`src/rtl/reg_dump_scanner_if.sv`:
```
// Byte stream carrying register-dump records from the scanner to a UART/display sink.
// The sink takes a byte on any cycle where out_valid and out_ready are both high.
interface reg_dump_scanner_if;
  logic [7:0] out_data;
  logic       out_valid;
  logic       out_ready;

  modport master (output out_data, output out_valid, input out_ready);
  modport slave  (input out_data, input out_valid, output out_ready);
endinterface

```
`src/rtl/reg_dump_scanner.sv`:
```
// Debug register-file dump engine: on halt PC, manual start or watchdog expiry it walks
// reg_sel over every register and streams 5-byte records {idx, word[31:0] MSB first}.
module reg_dump_scanner #(
  parameter logic [31:0] HALT_PC = 32'h0000_0200,
  parameter int unsigned NREGS   = 32,
  parameter int unsigned TIMEOUT = 1000
) (
  input  logic               clk_i,
  input  logic               rst_i,
  input  logic [31:0]        pc_i,
  input  logic               start_i,
  output logic [4:0]         reg_sel_o,
  input  logic [31:0]        reg_data_i,
  reg_dump_scanner_if.master stream,
  output logic               busy_o,
  output logic               done_o,
  output logic               timeout_o
);

  localparam int WD_W = $clog2(TIMEOUT + 1);
  localparam logic [WD_W-1:0] WD_LIMIT = WD_W'(TIMEOUT - 1);
  localparam logic [4:0]      LAST_IDX = 5'(NREGS - 1);

  localparam logic [2:0] S_IDLE = 3'd0;
  localparam logic [2:0] S_SEL  = 3'd1;
  localparam logic [2:0] S_CAP  = 3'd2;
  localparam logic [2:0] S_SEND = 3'd3;
  localparam logic [2:0] S_DONE = 3'd4;

  logic [2:0]      state_q, state_d;
  logic [4:0]      idx_q, idx_d;
  logic [31:0]     word_q, word_d;
  logic [2:0]      bc_q, bc_d;
  logic [7:0]      out_data_q, out_data_d;
  logic            out_valid_q, out_valid_d;
  logic            timeout_q, timeout_d;
  logic [WD_W-1:0] wd_q, wd_d;

  logic trig_halt, trig_wd, handshake;

  function automatic logic [7:0] rec_byte(input logic [31:0] w, input logic [2:0] n);
    case (n)
      3'd1:    return w[31:24];
      3'd2:    return w[23:16];
      3'd3:    return w[15:8];
      default: return w[7:0];
    endcase
  endfunction

  assign trig_halt = (pc_i == HALT_PC);
  assign trig_wd   = (wd_q == WD_LIMIT);
  assign handshake = out_valid_q & stream.out_ready;

  always_comb begin
    state_d     = state_q;
    idx_d       = idx_q;
    word_d      = word_q;
    bc_d        = bc_q;
    out_data_d  = out_data_q;
    out_valid_d = out_valid_q;
    timeout_d   = timeout_q;
    wd_d        = wd_q;

    case (state_q)
      S_IDLE: begin
        if (!trig_wd) wd_d = wd_q + WD_W'(1);
        // Halt outranks start, which outranks the watchdog; only the watchdog flags timeout.
        if (trig_halt || start_i || trig_wd) begin
          timeout_d = !trig_halt && !start_i;
          idx_d     = 5'd0;
          state_d   = S_SEL;
        end
      end
      S_SEL: state_d = S_CAP;
      S_CAP: begin
        word_d      = reg_data_i;
        bc_d        = 3'd0;
        out_data_d  = {3'b000, idx_q};
        out_valid_d = 1'b1;
        state_d     = S_SEND;
      end
      S_SEND: begin
        if (handshake) begin
          if (bc_q != 3'd4) begin
            bc_d       = bc_q + 3'd1;
            out_data_d = rec_byte(word_q, bc_q + 3'd1);
          end else begin
            out_valid_d = 1'b0;
            if (idx_q == LAST_IDX) begin
              state_d = S_DONE;
            end else begin
              idx_d   = idx_q + 5'd1;
              state_d = S_SEL;
            end
          end
        end
      end
      S_DONE: begin
        if (start_i) begin
          timeout_d = 1'b0;
          idx_d     = 5'd0;
          state_d   = S_SEL;
        end
      end
      default: state_d = S_IDLE;
    endcase
  end

  always_ff @(posedge clk_i) begin
    if (rst_i) begin
      state_q     <= S_IDLE;
      idx_q       <= 5'd0;
      word_q      <= 32'd0;
      bc_q        <= 3'd0;
      out_data_q  <= 8'd0;
      out_valid_q <= 1'b0;
      timeout_q   <= 1'b0;
      wd_q        <= '0;
    end else begin
      state_q     <= state_d;
      idx_q       <= idx_d;
      word_q      <= word_d;
      bc_q        <= bc_d;
      out_data_q  <= out_data_d;
      out_valid_q <= out_valid_d;
      timeout_q   <= timeout_d;
      wd_q        <= wd_d;
    end
  end

  // reg_sel tracks idx directly so it only moves on record boundaries.
  assign reg_sel_o        = idx_q;
  assign stream.out_data  = out_data_q;
  assign stream.out_valid = out_valid_q;
  assign busy_o           = (state_q == S_SEL) || (state_q == S_CAP) || (state_q == S_SEND);
  assign done_o           = (state_q == S_DONE);
  assign timeout_o        = timeout_q;

endmodule

```
`src/flat_wrapper.sv`:
```
// flat-port wrapper written by rule: the top's interface ports become plain ports
module reg_dump_scanner_flat 
#(
  parameter logic [31:0] HALT_PC = 32'h0000_0200,
  parameter int unsigned NREGS   = 32,
  parameter int unsigned TIMEOUT = 1000
)
  (clk_i, rst_i, pc_i, start_i, reg_sel_o, reg_data_i, busy_o, done_o, timeout_o, stream_out_data, stream_out_valid, stream_out_ready);
  reg_dump_scanner_if stream_i ();
  input  logic clk_i;
  input  logic rst_i;
  input  logic [31:0] pc_i;
  input  logic start_i;
  output logic [4:0] reg_sel_o;
  input  logic [31:0] reg_data_i;
  output logic busy_o;
  output logic done_o;
  output logic timeout_o;
  output wire logic [$bits(stream_i.out_data)-1:0] stream_out_data;
  output wire logic [$bits(stream_i.out_valid)-1:0] stream_out_valid;
  input wire logic [$bits(stream_i.out_ready)-1:0] stream_out_ready;
  assign stream_out_data = stream_i.out_data;
  assign stream_out_valid = stream_i.out_valid;
  assign stream_i.out_ready = stream_out_ready;
  reg_dump_scanner #(.HALT_PC(HALT_PC), .NREGS(NREGS), .TIMEOUT(TIMEOUT)) u_core (.clk_i(clk_i), .rst_i(rst_i), .pc_i(pc_i), .start_i(start_i), .reg_sel_o(reg_sel_o), .reg_data_i(reg_data_i), .stream(stream_i), .busy_o(busy_o), .done_o(done_o), .timeout_o(timeout_o));
endmodule
```
`config.mk`:
```
export PLATFORM = sky130hd
export DESIGN_NAME = reg_dump_scanner_flat
export DESIGN_NICKNAME = d
export VERILOG_FILES = /design/src/rtl/reg_dump_scanner_if.sv /design/src/rtl/reg_dump_scanner.sv /design/src/flat_wrapper.sv
export SDC_FILE = /design/constraint.sdc
export NUM_CORES = 1
export LEC_CHECK = 0
export ABC_AREA = 0
export CORE_MARGIN = 1.5
export CORE_UTILIZATION = 43
export CTS_CLUSTER_SIZE = 25
export DETAILED_ROUTE_END_ITERATION = 8
export PLACE_DENSITY_LB_ADDON = 0.25
export SYNTH_ARGS = -nofsm -noshare
export SYNTH_HDL_FRONTEND = slang
export SYNTH_SLANG_ARGS = --single-unit
```
`constraint.sdc`:
```
create_clock -name clk_i -period 1.9 [get_ports clk_i]
set_input_delay 0.285 -clock clk_i [delete_from_list [all_inputs] [get_ports clk_i]]
set_output_delay 0.285 -clock clk_i [all_outputs]
set_load 0.01 [all_outputs]
```
==> out/qor.txt <==
Syn Inst Count - 366
First-pass GRT wire length - 12.5 mm
Critical Path AT - 2.14 ns
Cell-internal power - 2540 uW
Clock Sinks - 63
DRC - 9
Total CTS buffers - 9
Area contributors post-synth - dfxtp_1, nand2_1, a21oi_1, nor2_1, ha_1
CP top delay family - simple AND/OR/NAND/NOR gates
Share of the synthesized area in the top cell type - 43.0%
Via count - 2981
Placeable core area - 6460 um2
Post-layout min period - 1.88 ns
Starting Density - 45.4%
# diodes - 0
Port bufs - 84
Worst Max-Slew Pin Slew - 0.813 ns
Part of the power in registers - 43.3%
Kind of critical path - reg2reg
Vias in the first global route - 2919
CP Capture Type - register
RSZ-0062 raised after global routing - true
Detailed Route Iter0 Violations - 107
CTS root buf - clkbuf_8
Clock Tree Buf Depth - 2
Synth warn - 0
First-pass DRT Iterations - 7
Static Leak - 0.00156 uW
Synthesis-to-layout area growth - 46.7%
Final hold vios - 0
Clk Latency, worst-skew pair - 0.34 ns
Setup TNS - 0 ns
DIE AREA - 7320 um2
Worst Hold Class - reg2reg
Ys flop type - dfxtp_1
R2r worst-path depth - 7
Slew margin rel. - 45.8%
M1 wire length - 3.27 mm
FMAX - 0.533 GHz
DR WL met2 - 3.74 mm
FP Rows - 29
Avg WL per Cell - 14.0 um
Via-to-Cell Ratio - 5.43
Sequential-to-total area share from yosys stat - 43.0%
Crit path largest cell delay - 0.47 ns
Chip width - 85.6 um
Setup slack, reg-to-reg - 0.02 ns
Die span in y - 85.6 um
Min Hold Slack - 0.449 ns
Post-DP HPWL - 5.56 mm
Top-count cell post-synth - nand2_1
H-tree depth - 3
Dpl ws - -0.279 ns
All-Layer GR Usage - 21.6%
FF-to-FF End - u_core.reg_sel_o[0]
Post-synthesis net count - 441
Final Net Count - 543
TritonCTS clock tree - done
Most area-hungry cell type in the Yosys netlist - dfxtp_1
Yosys reg bits - 63
Antenna-violating nets left - 0
Max VDD drop - 497 uV
Clock Skews - 0.00782 ns
Antenna violations before repair - 0
Critical Path RT - 2.17 ns
Slowest CP cell - or4_1
Worst-path cell chain - inv_4 > ha_4 > and4_4 > nand3_2 > o31a_1 > or4_1 > a21oi_1
Fillers - 560
Yosys cell types - 47
Switching Fraction - 22.0%
Outcome - finished with violations
CP startpoint kind - register
DR top layer - met4
Reg-to-reg startpoint - u_core.bc_q[0]
GPL Wtd Cong - 0.844
Post-Route WL - 7.68 mm
EDFF count, synth - 0
CP Depth - 7
Tcrit/Tclk final - 98.8%
Syn avg cell area - 8.01 um2
WP buf/inv - 1
PwrDens - 759 nW/um2
I/O pin cnt - 85
Net Sw Power - 718 uW
Worst Setup SP - u_core.bc_q[0]
GRT overflow - 0
Cts-stage hold buffer count - 0
Largest net degree at the start of global routing - 45
Clock Power Share - 43.9%
Synth async-reset ratio - 0%
Setup Viol. Count Final - 0
Max-cap viol count - 0
Clock Pin Slew Worst Setup and Hold Paths - 0.07 ns
Max Transition Viols Final - 0
WL met3 - 547 um
Worst Slack Setup Final - 0.0236 ns
Netlist Area Pre-Place - 2930 um2
Setup crit end - u_core.reg_sel_o[0]
Failing checks - design-rule violations
Worst-path maximum fanout - 4
Synth top cells by count - nand2_1, dfxtp_1, a21oi_1
Share of layout cells above drive strength 1 - 15.5%
Comb power frac - 12.8%
-- logic make-up (layout without fill, tap and decap cells) --
group	count (synthesis)	after routing	synth area share, %
simple gates	164	164	26.1
fa+ha+maj	7	7	2.99
mux	2	2	0.683
flops	63	63	43.0
buf+inv	27	133	4.27
compound gates	93	93	19.9
xor+xnor	10	10	2.99
-- what timing repair did --
item	4_1_cts	5_1_grt
cloned	0	0
resized for setup	7	20
endpoints found under the hold margin	0	0
buffers inserted	0	1
pin swaps	1	4
setup endpoints to repair	6	11
-- worst min-delay path, cell delays in order (launching register included) --
cell and delay (ns):
dfxtp_1 0.31, nand2_1 0.05, a21oi_1 0.05
-- routing by layer --
metal / vias to the layer above / GRT usage, %
met1: 1364 / 25.1
li1: 1501 / -
met5: - / 0
met4: 0 / 8.21
met3: 12 / 7.89
met2: 104 / 36.3
-- registers in the layout (all words and copies together) (netlist names) --
register                 cells
u_core.word_q               32
u_core.stream.out_data       8
u_core.bc_q                  3
u_core.stream.out_valid      1
u_core.reg_sel_o             5
u_core.state_q               3
u_core.wd_q                 10
u_core.timeout_o             1
-- power by group through the flow --
| stage | clock network [uW] | registers [uW] | logic (uW) |
|---|---|---|---|
| floorplan | 0 | 1430 | 199 |
| global placement | 0 | 1440 | 404 |
| detailed placement | 0 | 1440 | 414 |
| CTS | 1450 | 1410 | 417 |
| global route | 1520 | 1420 | 463 |
| finish | 1430 | 1410 | 417 |
-- stage by stage --
step                      power [uW]  instance area, um2  utilization, %  cells
after floorplan                 1630                2940               -    366
after global placement          1840                3970            61.5    533
after detailed placement        1850                3970            61.5    533
after CTS                       3280                4240            65.6    548
after global routing            3400                4300            66.5    549
final                           3260                4300            66.5    549
-- cells in the final DEF, fill, tap and decap left out, types with 3 or more instances in the layout --
| cell | netlist | routed |
|---|---|---|
| a21oi_1 | 52 | 52 |
| and2_2 | 1 | 3 |
| bufinv_16 | 0 | 3 |
| o31ai_1 | 4 | 4 |
| a222oi_1 | 5 | 5 |
| nor2_1 | 25 | 24 |
| and2_1 | 5 | 3 |
| o21ai_0 | 12 | 12 |
| inv_1 | 6 | 4 |
| a31oi_1 | 3 | 3 |
| buf_4 | 0 | 28 |
| nand4_1 | 6 | 6 |
| nand3b_1 | 3 | 3 |
| clkdlybuf4s50_1 | 0 | 81 |
| dfxtp_2 | 0 | 6 |
| dfxtp_1 | 63 | 56 |
| a211o_1 | 3 | 3 |
| nand2_1 | 80 | 80 |
| ha_1 | 7 | 3 |
| ha_2 | 0 | 3 |
| nor3_1 | 8 | 7 |
| nor4_1 | 7 | 7 |
| xnor2_1 | 8 | 7 |
| nor2b_1 | 3 | 3 |
| nand3_1 | 14 | 13 |
| clkbuf_8 | 2 | 11 |
| a41oi_1 | 3 | 3 |
-- how the worst min path moves through the flow --
| stage | from | end | slack [ns] | depth (start not counted) |
|---|---|---|---|---|
| floorplan | reg_data_i[5] | u_core.word_q[5] | 0.42 | 2 |
| global placement | u_core.word_q[3] | u_core.word_q[3] | 0.44 | 2 |
| detailed placement | u_core.stream.out_data[0] | u_core.stream.out_data[0] | 0.45 | 2 |
| CTS | u_core.stream.out_data[0] | u_core.stream.out_data[0] | 0.45 | 2 |
| global route | u_core.word_q[28] | u_core.word_q[28] | 0.48 | 2 |
| finish | u_core.stream.out_data[0] | u_core.stream.out_data[0] | 0.45 | 2 |
-- layout make-up --
type                    count  area, um2  share of cell area [%]
inverters                   6       25.0                   0.582
clock inverters             3       90.1                    2.10
multi-input cells         276       1610                    37.4
repair buffers            112       1050                    24.5
flip-flops and latches     63       1270                    29.6
clock buffers              12        155                    3.61
well taps                  77       96.3                    2.24
(Power assumes the default switching activity.)
